**config.mk**
```make
export PLATFORM = sky130hd
export DESIGN_NAME = inst_fetch
export DESIGN_NICKNAME = d
export VERILOG_FILES = /design/src/rtl/inst_fetch.sv
export SDC_FILE = /design/constraint.sdc
export NUM_CORES = 1
export LEC_CHECK = 0
export ABC_AREA = 0
export ABC_CLOCK_PERIOD_IN_PS = 2450
export BUFFER_PORTS_ARGS = -buffer_cell sky130_fd_sc_hd__buf_2
export CAP_MARGIN = 20
export CORE_UTILIZATION = 51
export CTS_CLUSTER_DIAMETER = 50
export DETAILED_ROUTE_END_ITERATION = 10
export PLACE_DENSITY = 0.84
export SLEW_MARGIN = 20
export SYNTH_ARGS = -nofsm -noshare
export SYNTH_HDL_FRONTEND = slang
export SYNTH_SLANG_ARGS = --single-unit
```
**constraint.sdc**
```tcl
create_clock -name clk -period 2.45 [get_ports clk]
set_input_delay 0.1225 -clock clk [delete_from_list [all_inputs] [get_ports clk]]
set_output_delay 0.1225 -clock clk [all_outputs]
set_load 0.01 [all_outputs]
```
**src/rtl/inst_fetch.sv**
```systemverilog
// Instruction fetch stage: owns the PC, drives the instruction ROM bus and the
// IF/ID register, with delay-slot redirects, stalled-redirect memory and flushes.
module inst_fetch #(
  parameter logic [31:0] RESET_VECTOR = 32'hbfc00000
) (
  input  logic        clk,
  input  logic        rst,
  output logic [31:0] ibus_addr,
  output logic        ibus_read,
  input  logic [31:0] ibus_data,
  input  logic        redirect_valid,
  input  logic [31:0] redirect_target,
  input  logic        flush,
  input  logic [31:0] flush_target,
  output logic        id_valid,
  input  logic        id_ready,
  output logic [31:0] id_pc,
  output logic [31:0] id_inst,
  output logic        id_adel
);

  logic [31:0] pc_r;
  logic        pend_valid_r;
  logic [31:0] pend_target_r;

  logic        fire_s;
  logic        misal_s;
  logic [31:0] next_pc_s;

  // Fetch enable, alignment check and next-PC selection.
  always_comb begin
    fire_s  = !rst && !flush && (!id_valid || id_ready);
    misal_s = (pc_r[1:0] != 2'b00);
    // A live redirect beats a remembered one; the remembered one beats sequential.
    if (redirect_valid) begin
      next_pc_s = redirect_target;
    end else if (pend_valid_r) begin
      next_pc_s = pend_target_r;
    end else begin
      next_pc_s = pc_r + 32'd4;
    end
  end

  assign ibus_addr = pc_r;
  assign ibus_read = fire_s && !misal_s;

  // PC, IF/ID register and pending-redirect state.
  always_ff @(posedge clk) begin
    if (rst) begin
      pc_r          <= RESET_VECTOR;
      id_valid      <= 1'b0;
      id_pc         <= 32'd0;
      id_inst       <= 32'd0;
      id_adel       <= 1'b0;
      pend_valid_r  <= 1'b0;
      pend_target_r <= 32'd0;
    end else if (flush) begin
      pc_r         <= flush_target;
      id_valid     <= 1'b0;
      id_adel      <= 1'b0;
      pend_valid_r <= 1'b0;
    end else if (fire_s) begin
      // The word fetched here is the delay slot when a redirect is present.
      id_valid     <= 1'b1;
      id_pc        <= pc_r;
      id_inst      <= misal_s ? 32'd0 : ibus_data;
      id_adel      <= misal_s;
      pc_r         <= next_pc_s;
      pend_valid_r <= 1'b0;
    end else if (redirect_valid) begin
      // Decode is stalled: the held PC becomes the delay slot, target comes after.
      pend_valid_r  <= 1'b1;
      pend_target_r <= redirect_target;
    end else begin
      pend_valid_r  <= pend_valid_r;
      pend_target_r <= pend_target_r;
    end
  end

endmodule

```
Word-level counts from Yosys, hierarchy flattened
Index checks and enable logic that the tools add are counted.
{ "totals": {"ff_bits": 131, "in_bits": 101, "output_inout_bits": 99, "word_cells": 29} }
{ "op_classes": {"add_sub_neg": 1, "mux": 5, "bitwise_logic": 2, "n_reduce_logical": 14} }
{ "op_table": {"columns": ["op", "count"], "rows": [
  ["$mux 32", 5],
  ["$add 32x3->32 const B", 1],
  ["$logic_not 1->1", 4],
  ["$reduce_bool 2->1", 2],
  ["$logic_and 1x1->1", 3],
  ["$reduce_and 3->1", 1],
  ["$reduce_or 3->1", 1],
  ["$not 1->1", 2],
  ["$reduce_and 2->1", 1],
  ["$reduce_or 2->1", 1],
  ["$logic_or 1x1->1", 1]
]} }

Depth between registers and ports, before layout
{ "depth": {"word_depth": 5, "mapped_depth": 8, "ltp_nobuf": 6} }

Worst setup path after synthesis
Ideal clock, no wire load.
{ "synth_timing": {"path_type": "register to register", "startpoint": "register pc_r[2], in the netlist ibus_addr[2]", "endpoint": "register pc_r[30], in the netlist ibus_addr[30]", "setup_time_ns": 0.122, "arrival_time_ns": 1.800, "t_required_ns": 2.328, "setup_slack_ns": 0.528, "stages_incl_launch_ff": 7, "path_buffers": 0, "period_less_slack_ns": 1.922, "cell_sequence": "dfxtp_1 -> ha_1 -> nand4_1 -> nor3_2 -> nand3_1 -> xnor2_1 -> o311a_1"} }
{ "synth_between": {"elab_chain_cells": 5} }
{ "synth_rtl": {"columns": ["item", "line_no", "source"], "rows": [
  ["start, declared", "22", "logic [31:0] pc_r;"],
  ["start signal, assigned", "58", "pc_r <= flush_target;"],
  ["start signal, assigned", "68", "pc_r <= next_pc_s;"],
  ["$add 32x3->32", "40", "next_pc_s = pc_r + 32'd4;"],
  ["$mux 32", "37", "end else if (pend_valid_r) begin"],
  ["$mux 32", "35", "if (redirect_valid) begin"],
  ["$mux 32", "62", "end else if (fire_s) begin"],
  ["$mux 32", "57", "end else if (flush) begin"]
]} }
No other way between the ends. The select of a mux whose other input is x is not followed.
A chain may end at the register's enable or synchronous reset.

Worst setup path in the final report
{ "layout_timing": {"startpoint": "register pc_r[7], in the netlist ibus_addr[7]", "endpoint": "register pc_r[31], in the netlist ibus_addr[31]"} }
Same word-level chain as after synthesis.

==> flow_metrics.env <==
export IMPL_ir_drop_mv=0.569
export IMPL_dieArea_um2=12100
export IMPL_p_per_area_nw_per_um2=693
export IMPL_start_kind="register"
export IMPL_port_buffer_count=199
export IMPL_wl_per_cell_um=18.2
export IMPL_post_dp_hpwl_um=12900
export IMPL_die_y_um=110
export IMPL_drc=0
export IMPL_ys_ff_latch=131
export IMPL_ctsHoldBuffers=78
export IMPL_antenna_found_initial=0
export IMPL_clk_latency_ns=0.42
export IMPL_cts_setup_buffers=0
export IMPL_root_buffer="clkbuf_16"
export IMPL_synth_most_common_cell="nand2_1"
export IMPL_cts_tree="yes"
export IMPL_num_vias=7075
export IMPL_core_area_um2=11400
export IMPL_clockBufferDepth=2
export IMPL_htreeDepth=4
export IMPL_slew_headroom=0.544
export IMPL_placed_area_um2=7110
export IMPL_period_minus_slack_ns=2.15
export IMPL_n_antenna_cell=0
export IMPL_synth_edf_count=0
export IMPL_gp_congestion=0.931
export IMPL_drv_cap=0
export IMPL_synthTopCellsByArea="dfxtp_1 44%, nand2_1 9.6%, a21oi_1 5.5%, a22oi_1 4.4%, nand3_1 4.0%"
export IMPL_grtUsageTotal=0.351
export IMPL_wl_um=21400
export IMPL_ioPinCount=200
export IMPL_slew_viol_final=0
export IMPL_seq_power_share=0.403
export IMPL_clock_sink_count=131
export IMPL_crit_path_end_kind="register"
export IMPL_finalCritPeriodShare=0.876
export IMPL_synth_seq_area_share=0.440
export IMPL_worst_pin_slew_ns=0.683
export IMPL_synthTopCellsByCount="152 x nand2_1, 131 x dfxtp_1, 65 x a21oi_1"
export IMPL_area_delta_synth_final_pct=42.8
export IMPL_internal_power_mw=4.37
export IMPL_initial_utilization=0.521
export IMPL_hp_start="flush_target[18]"
export IMPL_overflow=0
export IMPL_fin_tns_setup_ns=0
export IMPL_cts_resized=0
export IMPL_cp_data_required_time_ns=2.80
export IMPL_synth_warnings=0
export IMPL_r2r_setup_slack_ns=0.30
export IMPL_fmax_mhz=466
export IMPL_yosysTopAreaCellShare=0.440
export IMPL_drt_iter0_drc=865
export IMPL_synth_nets=859
export IMPL_grt_max_degree=58
export IMPL_rsz0062_at_grt="false"
export IMPL_clock_power_share=0.449
export IMPL_ant_nets=0
export IMPL_yosys_area_top_type="dfxtp_1"
export IMPL_cp_max_fo=10
export IMPL_path_clk_slew_ns=0.06
export IMPL_p_switching_mw=1.52
export IMPL_syn_area_um2=5950
export IMPL_viasPerCell=6.04
export IMPL_path_class="reg2reg"
export IMPL_final_hold_violation_count=0
export IMPL_cts_buffers=17
export IMPL_fin_worst_skew_ns=0.00806
export IMPL_grt_pass1_wl_um=32300
export IMPL_ys_flop_type="dfxtp_1"
export IMPL_async_flop_share=0
export IMPL_grt_pass1_vias=6477
export IMPL_cp_arrival_ns=2.50
export IMPL_synth_cell_types=60
export IMPL_leakage_nw=3.85
export IMPL_r2r_start="ibus_addr[7]"
export IMPL_setup_viol=0
export IMPL_final_area_um2=8500
export IMPL_r2r_end="ibus_addr[31]"
export IMPL_drt_pass1_iterations=6
export IMPL_worst_slack_ns=0.305
export IMPL_drive_above_1_share=0.259
export IMPL_rr_worst_depth=5
export IMPL_syn_area_per_cell_um2=7.87
export IMPL_hold_path_end="ibus_addr[18]"
export IMPL_fp_dieW_um=110
export IMPL_netlist_instances=757
export IMPL_combPwrFrac=0.148
export IMPL_status="finished, final reports clean"
export IMPL_hold_depth=3
export IMPL_finalNetCount=1118
export IMPL_p_sw_frac=0.258
export IMPL_post_place_ws_ns=0.384
export IMPL_rows=39
export IMPL_holdCritPathClass="in2reg"
through the flow:
stage	total power [mW]	hold WS (ns)	utilization	cells
floorplan	2.81	0.257	-	757
global placement	3.13	0.355	0.623	1062
detailed placement	3.15	0.366	0.623	1062
CTS	5.87	0.000976	0.745	1172
global route	6.10	0.0207	0.745	1172
finish	5.90	0.0136	0.745	1172
logic make-up after synthesis:
group,share of synthesized area
buffers and inverters,0.0517
flip-flops,0.440
multiplexers,0.0219
adder cells (fa/ha/maj),0.00210
AND/OR/NAND/NOR,0.242
XOR/XNOR,0.0132
AO/OA/AOI/OAI,0.229
critical path: stages, from the launching register on:
cell and delay [ns]:
dfxtp_1 0.49, nand4_1 0.28, nor4b_4 0.55, nand4_1 0.19, or4_1 0.48, nand3_1 0.09
how the worst max path moves through the flow:
stage / cells past startpoint / slack [ns] / end / from
after CTS: 5 / 0.34 / ibus_addr[31] / ibus_addr[7]
after global placement: 5 / 0.45 / ibus_addr[31] / ibus_addr[7]
after detailed placement: 5 / 0.38 / ibus_addr[31] / ibus_addr[7]
after global routing: 5 / 0.16 / ibus_addr[31] / ibus_addr[7]
final: 5 / 0.30 / ibus_addr[31] / ibus_addr[7]
after floorplan: 6 / 0.53 / ibus_addr[30] / ibus_addr[2]
sequential cells by signal (all words and copies together), names as in the netlist:
register / flops
id_pc: 32
id_valid: 1
id_inst: 32
ibus_addr: 32
pend_target_r: 32
id_adel: 1
pend_valid_r: 1
cell usage in the layout (no fill, tap or decap), types with 10 or more instances in the layout:
cell type and instances:
a21oi_1 65, a221oi_1 17, a22oi_1 35, buf_2 199
buf_4 28, clkbuf_16 17, dfxtp_1 131, dlygate4sd3_1 78
inv_1 10, mux2i_1 13, nand2_1 151, nand3_1 47
nand4_1 12, nor2_1 61, nor3_1 10, o21ai_0 26
power by group through the flow:
stage	sequential (mW)	combinational, mW	clock, mW
2_1_floorplan	2.44	0.374	0
3_3_place_gp	2.40	0.729	0
3_5_place_dp	2.41	0.736	0
4_1_cts	2.37	0.838	2.66
5_1_grt	2.39	0.938	2.77
6_report	2.37	0.872	2.65
metal layers:
layer,GRT usage,up-vias,share of wire
li1,-,3234,-
met4,0.188,0,0.041
met1,0.437,3229,0.38
met5,0,-,0
met2,0.563,519,0.47
met3,0.0817,93,0.11
cell type report:
cell class                 instances  area, um2
sequential                       131       2620
tap                              143        179
multi-input combinational        549       3040
timing repair buffer             306       2010
clock inverter                     9        154
fill                             796       2910
clock buffer                      23        458
inverter                          11       41.3
No activity file was read; power rests on OpenSTA's default activity.
